`src/rtl/hd44780_pkg.sv`:
```
// Shared FSM state type, register-select values and common HD44780 command bytes
// used by the bus controller and by the sequencers that drive it.
package hd44780_pkg;

    typedef enum logic [2:0] {
        IDLE,
        SETUP,
        EHIGH,
        HOLD,
        BF_SETUP,
        BF_EHIGH,
        BF_HOLD,
        ACK
    } state_e;

    localparam logic RS_CMD  = 1'b0;
    localparam logic RS_DATA = 1'b1;

    localparam logic [7:0] CLEAR             = 8'h01;
    localparam logic [7:0] ENTRY_INC         = 8'h06;
    localparam logic [7:0] DISP_ON_CUR_BLINK = 8'h0F;
    localparam logic [7:0] FUNC_8BIT_2LINE   = 8'h38;
    localparam logic [7:0] FUNC_4BIT_2LINE   = 8'h28;

    function automatic int maxOf(input int a, input int b);
        maxOf = (a > b) ? a : b;
    endfunction

    // In 4-bit mode the LCD only listens on D[7:4]; the unused lines are held low.
    function automatic logic [7:0] nibbleOnBus(input logic [7:0] value, input logic hiNib);
        nibbleOnBus = {(hiNib ? value[7:4] : value[3:0]), 4'b0000};
    endfunction

endpackage

```
`src/rtl/hd44780_phase_timer.sv`:
```
// Loadable down-counter timing the SETUP and E-high phases of both the transfer
// and the busy-flag pulses; done_o marks the last cycle of the current phase.
module hd44780_phase_timer #(
    parameter int W = 2
) (
    input  logic         clk_i,
    input  logic         rst_i,
    input  logic         load_i,
    input  logic [W-1:0] loadVal_i,
    output logic         done_o
);

    logic [W-1:0] cnt_q;
    logic [W-1:0] cnt_d;

    always_comb begin
        cnt_d = cnt_q;
        if (load_i) begin
            cnt_d = loadVal_i;
        end else if (cnt_q != '0) begin
            cnt_d = cnt_q - W'(1);
        end
    end

    always_ff @(posedge clk_i or posedge rst_i) begin
        if (rst_i) begin
            cnt_q <= '0;
        end else begin
            cnt_q <= cnt_d;
        end
    end

    assign done_o = (cnt_q == '0);

endmodule

```
`src/rtl/hd44780_bus_ctrl.sv`:
```
// HD44780 character-LCD bus controller: one command/data transfer per req/ack
// handshake in 8- or 4-bit mode, followed by bounded busy-flag polling.
module hd44780_bus_ctrl
    import hd44780_pkg::*;
#(
    parameter int BUS_WIDTH     = 8,
    parameter int SETUP_CYCLES  = 1,
    parameter int E_HIGH_CYCLES = 2,
    parameter int BF_TIMEOUT    = 1023
) (
    input  logic       clk_i,
    input  logic       rst_i,
    input  logic       req_i,
    input  logic       rs_sel_i,
    input  logic       rnw_i,
    input  logic       single_i,
    input  logic [7:0] wdata_i,
    output logic       ack_o,
    output logic       timeout_o,
    output logic [7:0] rdata_o,
    output logic       busy_o,
    output logic       e_o,
    output logic       rw_o,
    output logic       rs_o,
    output logic [7:0] lcd_dout_o,
    output logic       lcd_oe_o,
    input  logic [7:0] lcd_din_i
);

    localparam bit NIBBLE_MODE = (BUS_WIDTH == 4);
    localparam int TW = $clog2(maxOf(SETUP_CYCLES, E_HIGH_CYCLES) + 1);
    localparam int PW = (BF_TIMEOUT > 0) ? $clog2(BF_TIMEOUT + 1) : 1;

    localparam logic [TW-1:0] SETUP_LOAD = TW'(SETUP_CYCLES - 1);
    localparam logic [TW-1:0] EHIGH_LOAD = TW'(E_HIGH_CYCLES - 1);
    localparam logic [PW-1:0] POLL_LAST  = PW'((BF_TIMEOUT > 0) ? BF_TIMEOUT - 1 : 0);
    localparam logic [PW-1:0] POLL_MAX   = PW'(BF_TIMEOUT);

    state_e state_q, state_d;

    logic          rsSel_q, rsSel_d;
    logic          rnw_q, rnw_d;
    logic          single_q, single_d;
    logic [7:0]    wdata_q, wdata_d;
    logic          nibHi_q, nibHi_d;
    logic          bfNibHi_q, bfNibHi_d;
    logic          bfFlag_q, bfFlag_d;
    logic [PW-1:0] pollCnt_q, pollCnt_d;
    logic          timeout_q, timeout_d;
    logic [7:0]    rdShift_q, rdShift_d;
    logic [7:0]    rdata_q, rdata_d;

    logic          timerLoad;
    logic [TW-1:0] timerVal;
    logic          timerDone;

    hd44780_phase_timer #(
        .W(TW)
    ) u_phase_timer (
        .clk_i    (clk_i),
        .rst_i    (rst_i),
        .load_i   (timerLoad),
        .loadVal_i(timerVal),
        .done_o   (timerDone)
    );

    always_ff @(posedge clk_i or posedge rst_i) begin
        if (rst_i) begin
            state_q <= IDLE;
        end else begin
            state_q <= state_d;
        end
    end

    always_ff @(posedge clk_i or posedge rst_i) begin
        if (rst_i) begin
            rsSel_q   <= 1'b0;
            rnw_q     <= 1'b0;
            single_q  <= 1'b0;
            wdata_q   <= '0;
            nibHi_q   <= 1'b1;
            bfNibHi_q <= 1'b1;
            bfFlag_q  <= 1'b0;
            pollCnt_q <= '0;
            timeout_q <= 1'b0;
            rdShift_q <= '0;
            rdata_q   <= '0;
        end else begin
            rsSel_q   <= rsSel_d;
            rnw_q     <= rnw_d;
            single_q  <= single_d;
            wdata_q   <= wdata_d;
            nibHi_q   <= nibHi_d;
            bfNibHi_q <= bfNibHi_d;
            bfFlag_q  <= bfFlag_d;
            pollCnt_q <= pollCnt_d;
            timeout_q <= timeout_d;
            rdShift_q <= rdShift_d;
            rdata_q   <= rdata_d;
        end
    end

    always_comb begin
        state_d   = state_q;
        rsSel_d   = rsSel_q;
        rnw_d     = rnw_q;
        single_d  = single_q;
        wdata_d   = wdata_q;
        nibHi_d   = nibHi_q;
        bfNibHi_d = bfNibHi_q;
        bfFlag_d  = bfFlag_q;
        pollCnt_d = pollCnt_q;
        timeout_d = timeout_q;
        rdShift_d = rdShift_q;
        rdata_d   = rdata_q;

        unique case (state_q)
            IDLE: begin
                if (req_i) begin
                    state_d   = SETUP;
                    rsSel_d   = rs_sel_i;
                    rnw_d     = rnw_i;
                    single_d  = NIBBLE_MODE && single_i;
                    wdata_d   = wdata_i;
                    nibHi_d   = 1'b1;
                    bfNibHi_d = 1'b1;
                    pollCnt_d = '0;
                    timeout_d = 1'b0;
                end
            end
            SETUP: begin
                if (timerDone) begin
                    state_d = EHIGH;
                end
            end
            EHIGH: begin
                if (timerDone) begin
                    state_d = HOLD;
                    if (rnw_q) begin
                        if (!NIBBLE_MODE) begin
                            rdShift_d = lcd_din_i;
                        end else if (nibHi_q) begin
                            rdShift_d[7:4] = lcd_din_i[7:4];
                        end else begin
                            rdShift_d[3:0] = lcd_din_i[7:4];
                        end
                    end
                end
            end
            HOLD: begin
                if (NIBBLE_MODE && nibHi_q && !single_q) begin
                    state_d = SETUP;
                    nibHi_d = 1'b0;
                end else if (single_q || (BF_TIMEOUT == 0)) begin
                    state_d = ACK;
                end else begin
                    state_d = BF_SETUP;
                end
            end
            BF_SETUP: begin
                if (timerDone) begin
                    state_d = BF_EHIGH;
                end
            end
            BF_EHIGH: begin
                if (timerDone) begin
                    state_d = BF_HOLD;
                    if (bfNibHi_q) begin
                        bfFlag_d = lcd_din_i[7];
                    end
                end
            end
            BF_HOLD: begin
                // In 4-bit mode the second (address low) nibble is clocked out and dropped.
                if (NIBBLE_MODE && bfNibHi_q) begin
                    state_d   = BF_SETUP;
                    bfNibHi_d = 1'b0;
                end else begin
                    bfNibHi_d = 1'b1;
                    if (pollCnt_q != POLL_MAX) begin
                        pollCnt_d = pollCnt_q + PW'(1);
                    end
                    if (!bfFlag_q) begin
                        state_d = ACK;
                    end else if (pollCnt_q < POLL_LAST) begin
                        state_d = BF_SETUP;
                    end else begin
                        state_d   = ACK;
                        timeout_d = 1'b1;
                    end
                end
            end
            ACK: begin
                state_d = IDLE;
            end
            default: begin
                state_d = IDLE;
            end
        endcase

        // rdata must already hold the new value during the ack cycle.
        if ((state_d == ACK) && (state_q != ACK) && rnw_q) begin
            rdata_d = rdShift_q;
        end
    end

    always_comb begin
        timerLoad = (state_d != state_q);
        timerVal  = '0;
        unique case (state_d)
            SETUP, BF_SETUP: timerVal = SETUP_LOAD;
            EHIGH, BF_EHIGH: timerVal = EHIGH_LOAD;
            default:         timerVal = '0;
        endcase
    end

    always_comb begin
        e_o        = 1'b0;
        rw_o       = 1'b0;
        rs_o       = 1'b0;
        lcd_oe_o   = 1'b0;
        lcd_dout_o = '0;
        unique case (state_q)
            SETUP, EHIGH, HOLD: begin
                rs_o       = rsSel_q;
                rw_o       = rnw_q;
                lcd_oe_o   = ~rnw_q;
                lcd_dout_o = NIBBLE_MODE ? nibbleOnBus(wdata_q, nibHi_q) : wdata_q;
                e_o        = (state_q == EHIGH);
            end
            BF_SETUP, BF_EHIGH, BF_HOLD: begin
                rw_o = 1'b1;
                e_o  = (state_q == BF_EHIGH);
            end
            default: begin
                e_o = 1'b0;
            end
        endcase
    end

    assign ack_o     = (state_q == ACK);
    assign timeout_o = (state_q == ACK) && timeout_q;
    assign busy_o    = (state_q != IDLE);
    assign rdata_o   = rdata_q;

endmodule
```
`config.mk`:
```
export PLATFORM = sky130hd
export DESIGN_NAME = hd44780_bus_ctrl
export DESIGN_NICKNAME = d
export VERILOG_FILES = /design/src/rtl/hd44780_pkg.sv /design/src/rtl/hd44780_phase_timer.sv /design/src/rtl/hd44780_bus_ctrl.sv
export SDC_FILE = /design/constraint.sdc
export NUM_CORES = 1
export LEC_CHECK = 0
export CAP_MARGIN = 15
export CORE_MARGIN = 10
export CORE_UTILIZATION = 35
export DETAILED_ROUTE_END_ITERATION = 8
export MAX_ROUTING_LAYER = met4
export SLEW_MARGIN = 25
export SYNTH_ARGS = -nofsm -noshare
export SYNTH_HDL_FRONTEND = slang
export SYNTH_SLANG_ARGS = --single-unit
```
`constraint.sdc`:
```
create_clock -name clk_i -period 1.65 [get_ports clk_i]
set_input_delay 0.2475 -clock clk_i [delete_from_list [all_inputs] [get_ports clk_i]]
set_output_delay 0.2475 -clock clk_i [all_outputs]
set_load 0.005 [all_outputs]
```
==> results of run 1 <==
==> worst reg2reg max path, delay by kind of cell, from the launching register on <==
family                 cells  cell delay (ns)
DFF                        1             0.43
muxes                      1             0.13
buffers and inverters      3             0.40
AOI/OAI and AO/OA          1             0.13
and+or+nand+nor            2             0.64
==> through the flow <==
| stage | util [%] | TNS, ns | instances | area [um2] |
|---|---|---|---|---|
| floorplan | - | -0.0942 | 203 | 2120 |
| global placement | 48.7 | -3.29 | 343 | 2860 |
| detailed placement | 48.7 | -3.86 | 343 | 2860 |
| CTS | 54.7 | -2.42 | 371 | 3220 |
| global route | 56.6 | -5.56 | 376 | 3330 |
| finish | 56.6 | -3.23 | 376 | 3330 |
==> final cells by class <==
type,count,area (um2),area share (%)
multi-input cells,143,1080,32.3
clock inverters,2,60.1,1.80
flip-flops and latches,43,1080,32.4
well taps,75,93.8,2.82
inverters,9,33.8,1.01
clock buffers,6,72.6,2.18
repair buffers,98,917,27.5
==> path summary, 6_finish.rpt <==
check,from,endpoint,slack [ns],cells after the start
worst min-delay path,rst_i,rdata_o[0],0.21,2
max in group asynchronous,rst_i,state_q[1],0.93,3
min in group clk_i,wdata_q[6],wdata_q[6],0.47,2
worst max-delay path,state_q[1],pollCnt_q[7],-0.19,7
worst min register to register,wdata_q[6],wdata_q[6],0.47,2
worst max register to register,state_q[1],pollCnt_q[7],-0.19,7
==> layout by cell type, fill, tap and decap left out, types with 3 or more instances in the layout <==
cell type | netlist | final
mux2i_1 | 8 | 8
nand3_1 | 3 | 3
inv_1 | 8 | 6
nand4_1 | 3 | 3
clkdlybuf4s50_1 | 0 | 30
clkbuf_8 | 0 | 5
nand2b_1 | 6 | 5
buf_6 | 0 | 19
o211ai_1 | 3 | 3
mux2_4 | 0 | 8
mux2_2 | 16 | 9
and3_1 | 3 | 3
dfrtp_1 | 43 | 40
buf_4 | 0 | 33
and2_1 | 10 | 7
dfrtp_2 | 0 | 3
buf_2 | 4 | 11
o21ai_0 | 6 | 5
and2_4 | 0 | 3
nor3_1 | 4 | 3
nand2_1 | 41 | 41
nor2_1 | 8 | 6
buf_12 | 0 | 5
==> state kept, by name (all words and copies together), names as in the netlist <==
signal,cells
rnw_q,1
state_q,3
timeout_q,1
u_phase_timer.cnt_q,2
rdShift_q,8
wdata_q,8
bfFlag_q,1
rdata_o,8
pollCnt_q,10
rsSel_q,1
==> routing by layer <==
layer | wire, um | share of wire (%) | vias to the layer above
met3 | 219 | 3.9 | 5
met5 | 0 | 0 | -
met1 | 2500 | 44 | 886
li1 | - | - | 892
met4 | 67 | 1.2 | 0
met2 | 2830 | 50 | 37
==> where the power goes <==
part           internal [uW]  switching, uW  leakage [uW]
logic                   1670           1150       0.00101
registers               1470            312      0.000548
clock network            605            357     0.0000654
total                   3750           1820       0.00163
==> timing repair <==
| action | 4_1_cts | 5_1_grt |
|---|---|---|
| pin swaps | 12 | 7 |
| buffers inserted | 20 | 8 |
| resized for setup | 91 | 15 |
| cloned | 1 | 0 |
| endpoints found under the setup margin | 37 | 39 |
==> cell families (layout without fill, tap and decap cells) <==
group	after synthesis	count (layout)
simple gates	91	91
mux	25	25
compound gates	22	22
fa+ha+maj	2	2
buf+inv	17	115
xor+xnor	3	3
flops	43	43
==> qor.txt, run 1 <==
outcome - finished, violations left
failing checks - negative setup slack
Max Clock Skew - 0.00852 ns
synthesized area - 2110 um2
most frequent CP cell - buf_6
count leader, synth - dfrtp_1
Yosys warnings - 0
Syn Area/Cell - 10.4 um2
Min Clock Period, post-route - 1.84 ns
via/cell ratio - 4.84
Seq/Total Area, Yosys - 50.9%
Synth Area in XOR/XNOR - 1.24%
Worst-path clk slew - 0.08 ns
Core Region - 5890 um2
distinct cell type count after synthesis - 42
Worst setup EP type - register
first-pass GRT wire length - 9160 um
Num CTS Buffers - 5
clock buffer depth - 2
Commonest cells post-synth - dfrtp_1, nand2_1, mux2_2
setup ws final - -0.192 ns
DRT antenna net count - 0
Finish-stage setup viols - 36
detailed-route DRC error count - 0
ranking of synthesized cells by area - dfrtp_1, mux2_2, nand2_1
Adder-Cell Fraction of Synth Area - 1.18%
unrepaired setup endpoints after global routing - yes
die width - 97.7 um
met1 Use GR - 13.5%
fmax - 543 MHz
CTS H-tree lvls - 2
Port Buffers - 43
critical path type - register to register
HPWL Detailed - 3750 um
Placer Congestion - 0.845
largest net degree at the start of global routing - 33
Cell Chain, Critical Path - buf_6 -> buf_6 -> nor4b_4 -> buf_4 -> o2111ai_4 -> or3_4 -> mux2i_1
M3 GR Usage - 2.70%
Worst EP arrival - 2.01 ns
Synth-to-Final Area Change - 57.8%
multiplexer share of the synthesized area - 12.9%
Post-Route WL - 5620 um
DRT Pass-1 Iters - 4
max-slew violations - 0
critical path's slowest cell - dfrtp_2
slowest stage delay, CP - 0.43 ns
compound-cell area share of the yosys netlist - 7.52%
Clock Sinks - 43
leakage - 0.00163 uW
top cell type's share of synthesized area - 50.9%
crit path max fanout - 5
relative slew slack - 68.3%
First DRT Iteration DRCs - 45
Syn Nets - 227
vias in the first global route - 1884
GRT Max-Usage Layer - met2
nets - 324
antenna cells - 0
Yosys reg bits - 43
CP top delay family - simple AND/OR/NAND/NOR gates
Worst-Margin Slew - 0.473 ns
Req. time, crit path - 1.82 ns
starting density of the core - 35.9%
Die ar. - 9540 um2
Bufs and invs on worst path - 3
final hold violation count - 0
layout cells sized above 1 - 38.2%
wire per inst - 14.9 um
Root Driver - clkbuf_8
initial antenna violation count - 0
Peak VDD IR - 0.740 mV
maxcap violations - 0
Setup WS pre-CTS - -0.285 ns
CTS Hold Buffers Added - 0
FFs w/ async S/R, synth - 100%
Startpoint Class - register
worst hold slack - 0.215 ns
total chip power - 5570 uW
Simple-Gate Fraction of Synth Area - 23.0%
Post-Syn Instances - 203
met2 Use GR - 19.4%
worst skew pair latency - 0.29 ns
Post-synth EDFFs - 0
filler instances - 514
row count - 28
largest family of logic cells by synthesized area - simple AND/OR/NAND/NOR gates
period utilization - 112%
I/O Pins - 45
area leader, netlist - dfrtp_1
gr usage total - 11.7%
top_reg_cell synth - dfrtp_1
CTS tree - built
grt total ovfl - 0
DR vias - 1820
power density over the cells - 1670 nW/um2
die height - 97.7 um
Min-Delay Path Class - primary input to asynchronous set/reset pin
Power figures use the tool's default switching activity.
==> inputs of run 2 (changes only) <==
- DONT_BUFFER_PORTS: not set -> 1
==> run 2 against run 1 <==
Effect of this change: the run now ends clean; critical path depth down 2; final cell count shrank 16%; die area stayed put; non-clock buffer count is 63 lower; largest cell class unchanged.
==> qor.txt, run 2 (synthesis results as in run 1) <==
outcome - complete, no violations (was finished, violations left)
maxcap violations - 0 (unchanged)
Bufs and invs on worst path - 2 (was 3)
DR vias - 1556 (was 1820)
leakage - 0.00126 uW (was 0.00163 uW)
Largest register FFs - 10 (unchanged)
Req. time, crit path - 1.82 ns (about the same)
die height - 97.7 um (unchanged)
Finish-stage setup viols - 0 (was 36)
largest net degree at the start of global routing - 44 (was 33)
Clock Sinks - 43 (unchanged)
commonest non-fill, non-tap cells in the layout - dfrtp_1, nand2_1, buf_4 (was nand2_1, dfrtp_1, buf_4)
Register Area - 1080 um2 (about the same)
Clock Power Share - 15.3% (was 17.3%)
Switching Power - 1510 uW (was 1820 uW)
worst skew pair latency - 0.28 ns (was 0.29 ns)
layout cells sized above 1 - 31.8% (was 38.2%)
setup slack, reg-to-reg - 0.02 ns (was -0.19 ns)
met1 Use GR - 11.9% (was 13.5%)
vias in the first global route - 1592 (was 1884)
Hold Path End - wdata_q[5]
Core Region - 5890 um2 (unchanged)
power density over the cells - 1590 nW/um2 (was 1670 nW/um2)
Worst-Margin Slew - 0.545 ns (was 0.473 ns)
Port Buffers - 0 (was 43)
antenna cells - 0 (unchanged)
detailed-route DRC error count - 0 (unchanged)
Worst EP arrival - 1.80 ns (was 2.01 ns)
relative slew slack - 63.7% (was 68.3%)
non-filler cells in the finished layout - 314 (was 376)
max-slew violations - 0 (unchanged)
critical path type - register to register (unchanged)
Worst-path clk slew - 0.08 ns (about the same)
I/O Pins - 45 (unchanged)
CTS H-tree lvls - 2 (unchanged)
Core Util, Final - 44.4% (was 56.6%)
Peak VDD IR - 0.816 mV (was 0.740 mV)
Worst setup EP type - register (unchanged)
commonest non-fill, non-tap cell in the layout - dfrtp_1 (was nand2_1)
First DRT Iteration DRCs - 62 (was 45)
unrepaired setup endpoints after global routing - yes (unchanged)
Root Driver - clkbuf_8 (unchanged)
worst hold start - wdata_i[5]
Num CTS Buffers - 5 (unchanged)
WHS Path Cells - 2
Reg power frac - 42.3% (was 32.1%)
nets - 262 (was 324)
period utilization - 98.5% (was 112%)
Startpoint Class - register (unchanged)
initial antenna violation count - 0 (unchanged)
DRT Pass-1 Iters - 4 (unchanged)
Placer Congestion - 0.821 (was 0.845)
switch share - 36.5% (was 32.7%)
reg2reg end - rdShift_q[1] (was pollCnt_q[7])
filler instances - 560 (was 514)
grt total ovfl - 0 (unchanged)
first-pass GRT wire length - 7940 um (was 9160 um)
via/cell ratio - 4.96 (was 4.84)
DRT antenna net count - 0 (unchanged)
GRT Max-Usage Layer - met2 (unchanged)
final hold violation count - 0 (unchanged)
Multi-input gate area - 1020 um2 (was 1080 um2)
CTS tree - built (unchanged)
Combinational Power Share - 42.4% (was 50.7%)
starting density of the core - 35.9% (unchanged)
Die ar. - 9540 um2 (unchanged)
r2r worst-path depth - 5 (was 7)
Min-Delay Path Class - primary input to register (was primary input to asynchronous set/reset pin)
worst hold slack - 0.0647 ns (was 0.215 ns)
crit path max fanout - 16 (was 5)
critical path's slowest cell - dfrtp_1 (was dfrtp_2)
HPWL Detailed - 3460 um (was 3750 um)
slowest stage delay, CP - 0.42 ns (was 0.43 ns)
FF-to-FF Start - state_q[2] (was state_q[1])
fmax - 615 MHz (was 543 MHz)
Int Pwr - 2630 uW (was 3750 uW)
Cell Chain, Critical Path - buf_4 -> nand2b_1 -> nor3_4 -> buf_12 -> mux2_2 (was buf_6 -> buf_6 -> nor4b_4 -> buf_4 -> o2111ai_4 -> or3_4 -> mux2i_1)
met2 Use GR - 16.0% (was 19.4%)
Max Clock Skew - 0.00489 ns (was 0.00852 ns)
CP top delay family - flip-flops (was simple AND/OR/NAND/NOR gates)
wire per inst - 15.0 um (was 14.9 um)
clock buffer depth - 2 (unchanged)
Post-Route WL - 4720 um (was 5620 um)
die width - 97.7 um (unchanged)
M3 GR Usage - 3.20% (was 2.70%)
row count - 28 (unchanged)
largest register by flop count - pollCnt_q (unchanged)
gr usage total - 10.3% (was 11.7%)
Synth-to-Final Area Change - 23.7% (was 57.8%)
Min Clock Period, post-route - 1.63 ns (was 1.84 ns)
DP Cell Count - 296 (was 343)
[run 2: cell count changes in the layout (fill, tap and decap cells not counted), moves of 5 or more]
cell | before | now
mux2_2 | 9 | 16
clkdlybuf4s50_1 | 30 | 0
buf_6 | 19 | 3
buf_2 | 11 | 1
mux2_4 | 8 | 1
buf_4 | 33 | 28
[run 2: what timing repair did]
action / 4_1_cts / 5_1_grt
hold buffers: 1 / 0
cloned: 1 / 1
endpoints found under the setup margin: 13 / 34
gates resized for setup: 6 / 13
hold endpoints to repair: 43 / 0
buffers inserted: 4 / 4
pin swaps: 3 / 9
[run 2: worst max-delay path by stage]
stage	from	to	depth (start not counted)
floorplan	state_q[0]	rdShift_q[0]	5
global placement	state_q[0]	pollCnt_q[7]	4
detailed placement	state_q[0]	pollCnt_q[7]	4
CTS	state_q[0]	rw_o	5
global route	state_q[0]	pollCnt_q[7]	5
finish	state_q[2]	rdShift_q[1]	5
[run 2: metrics by stage]
step / cell area [um2] / setup TNS (ns) / total power (uW) / setup WS [ns]
after floorplan: 2120 / -0.0942 / 2830 / -0.0135
after global placement: 2390 / -0.00125 / 3290 / -0.00125
after detailed placement: 2390 / -0.0136 / 3340 / -0.0136
after CTS: 2540 / -0.00437 / 4110 / -0.00437
after global routing: 2610 / -0.274 / 4510 / -0.0419
final: 2610 / 0 / 4140 / 0.0242
[run 2: layout make-up]
type	instances	share of cell area (%)
clock buffers	6	2.78
clock inverters	2	0.479
multi-input cells	144	39.2
inverters	9	1.29
flip-flops and latches	43	41.2
repair buffers	35	11.4
well taps	75	3.59
[run 2: power groups by stage]
stage | logic (uW) | clock network (uW) | registers [uW]
global placement | 1530 | 0 | 1760
detailed placement | 1560 | 0 | 1770
global route | 1980 | 721 | 1820
CTS | 1700 | 665 | 1750
finish | 1760 | 634 | 1750
floorplan | 1120 | 0 | 1710
[run 2: worst reg2reg max path, delay by kind of cell (launching register included)]
kind	cells	cell delay [ns]
buf+inv	2	0.37
simple gates	2	0.38
flops	1	0.42
mux	1	0.33
[run 2: routing by layer]
metal	part of all wire (%)	up-vias
met5	0	-
met1	45	751
met4	1.1	0
li1	-	770
met3	5.7	2
met2	49	33
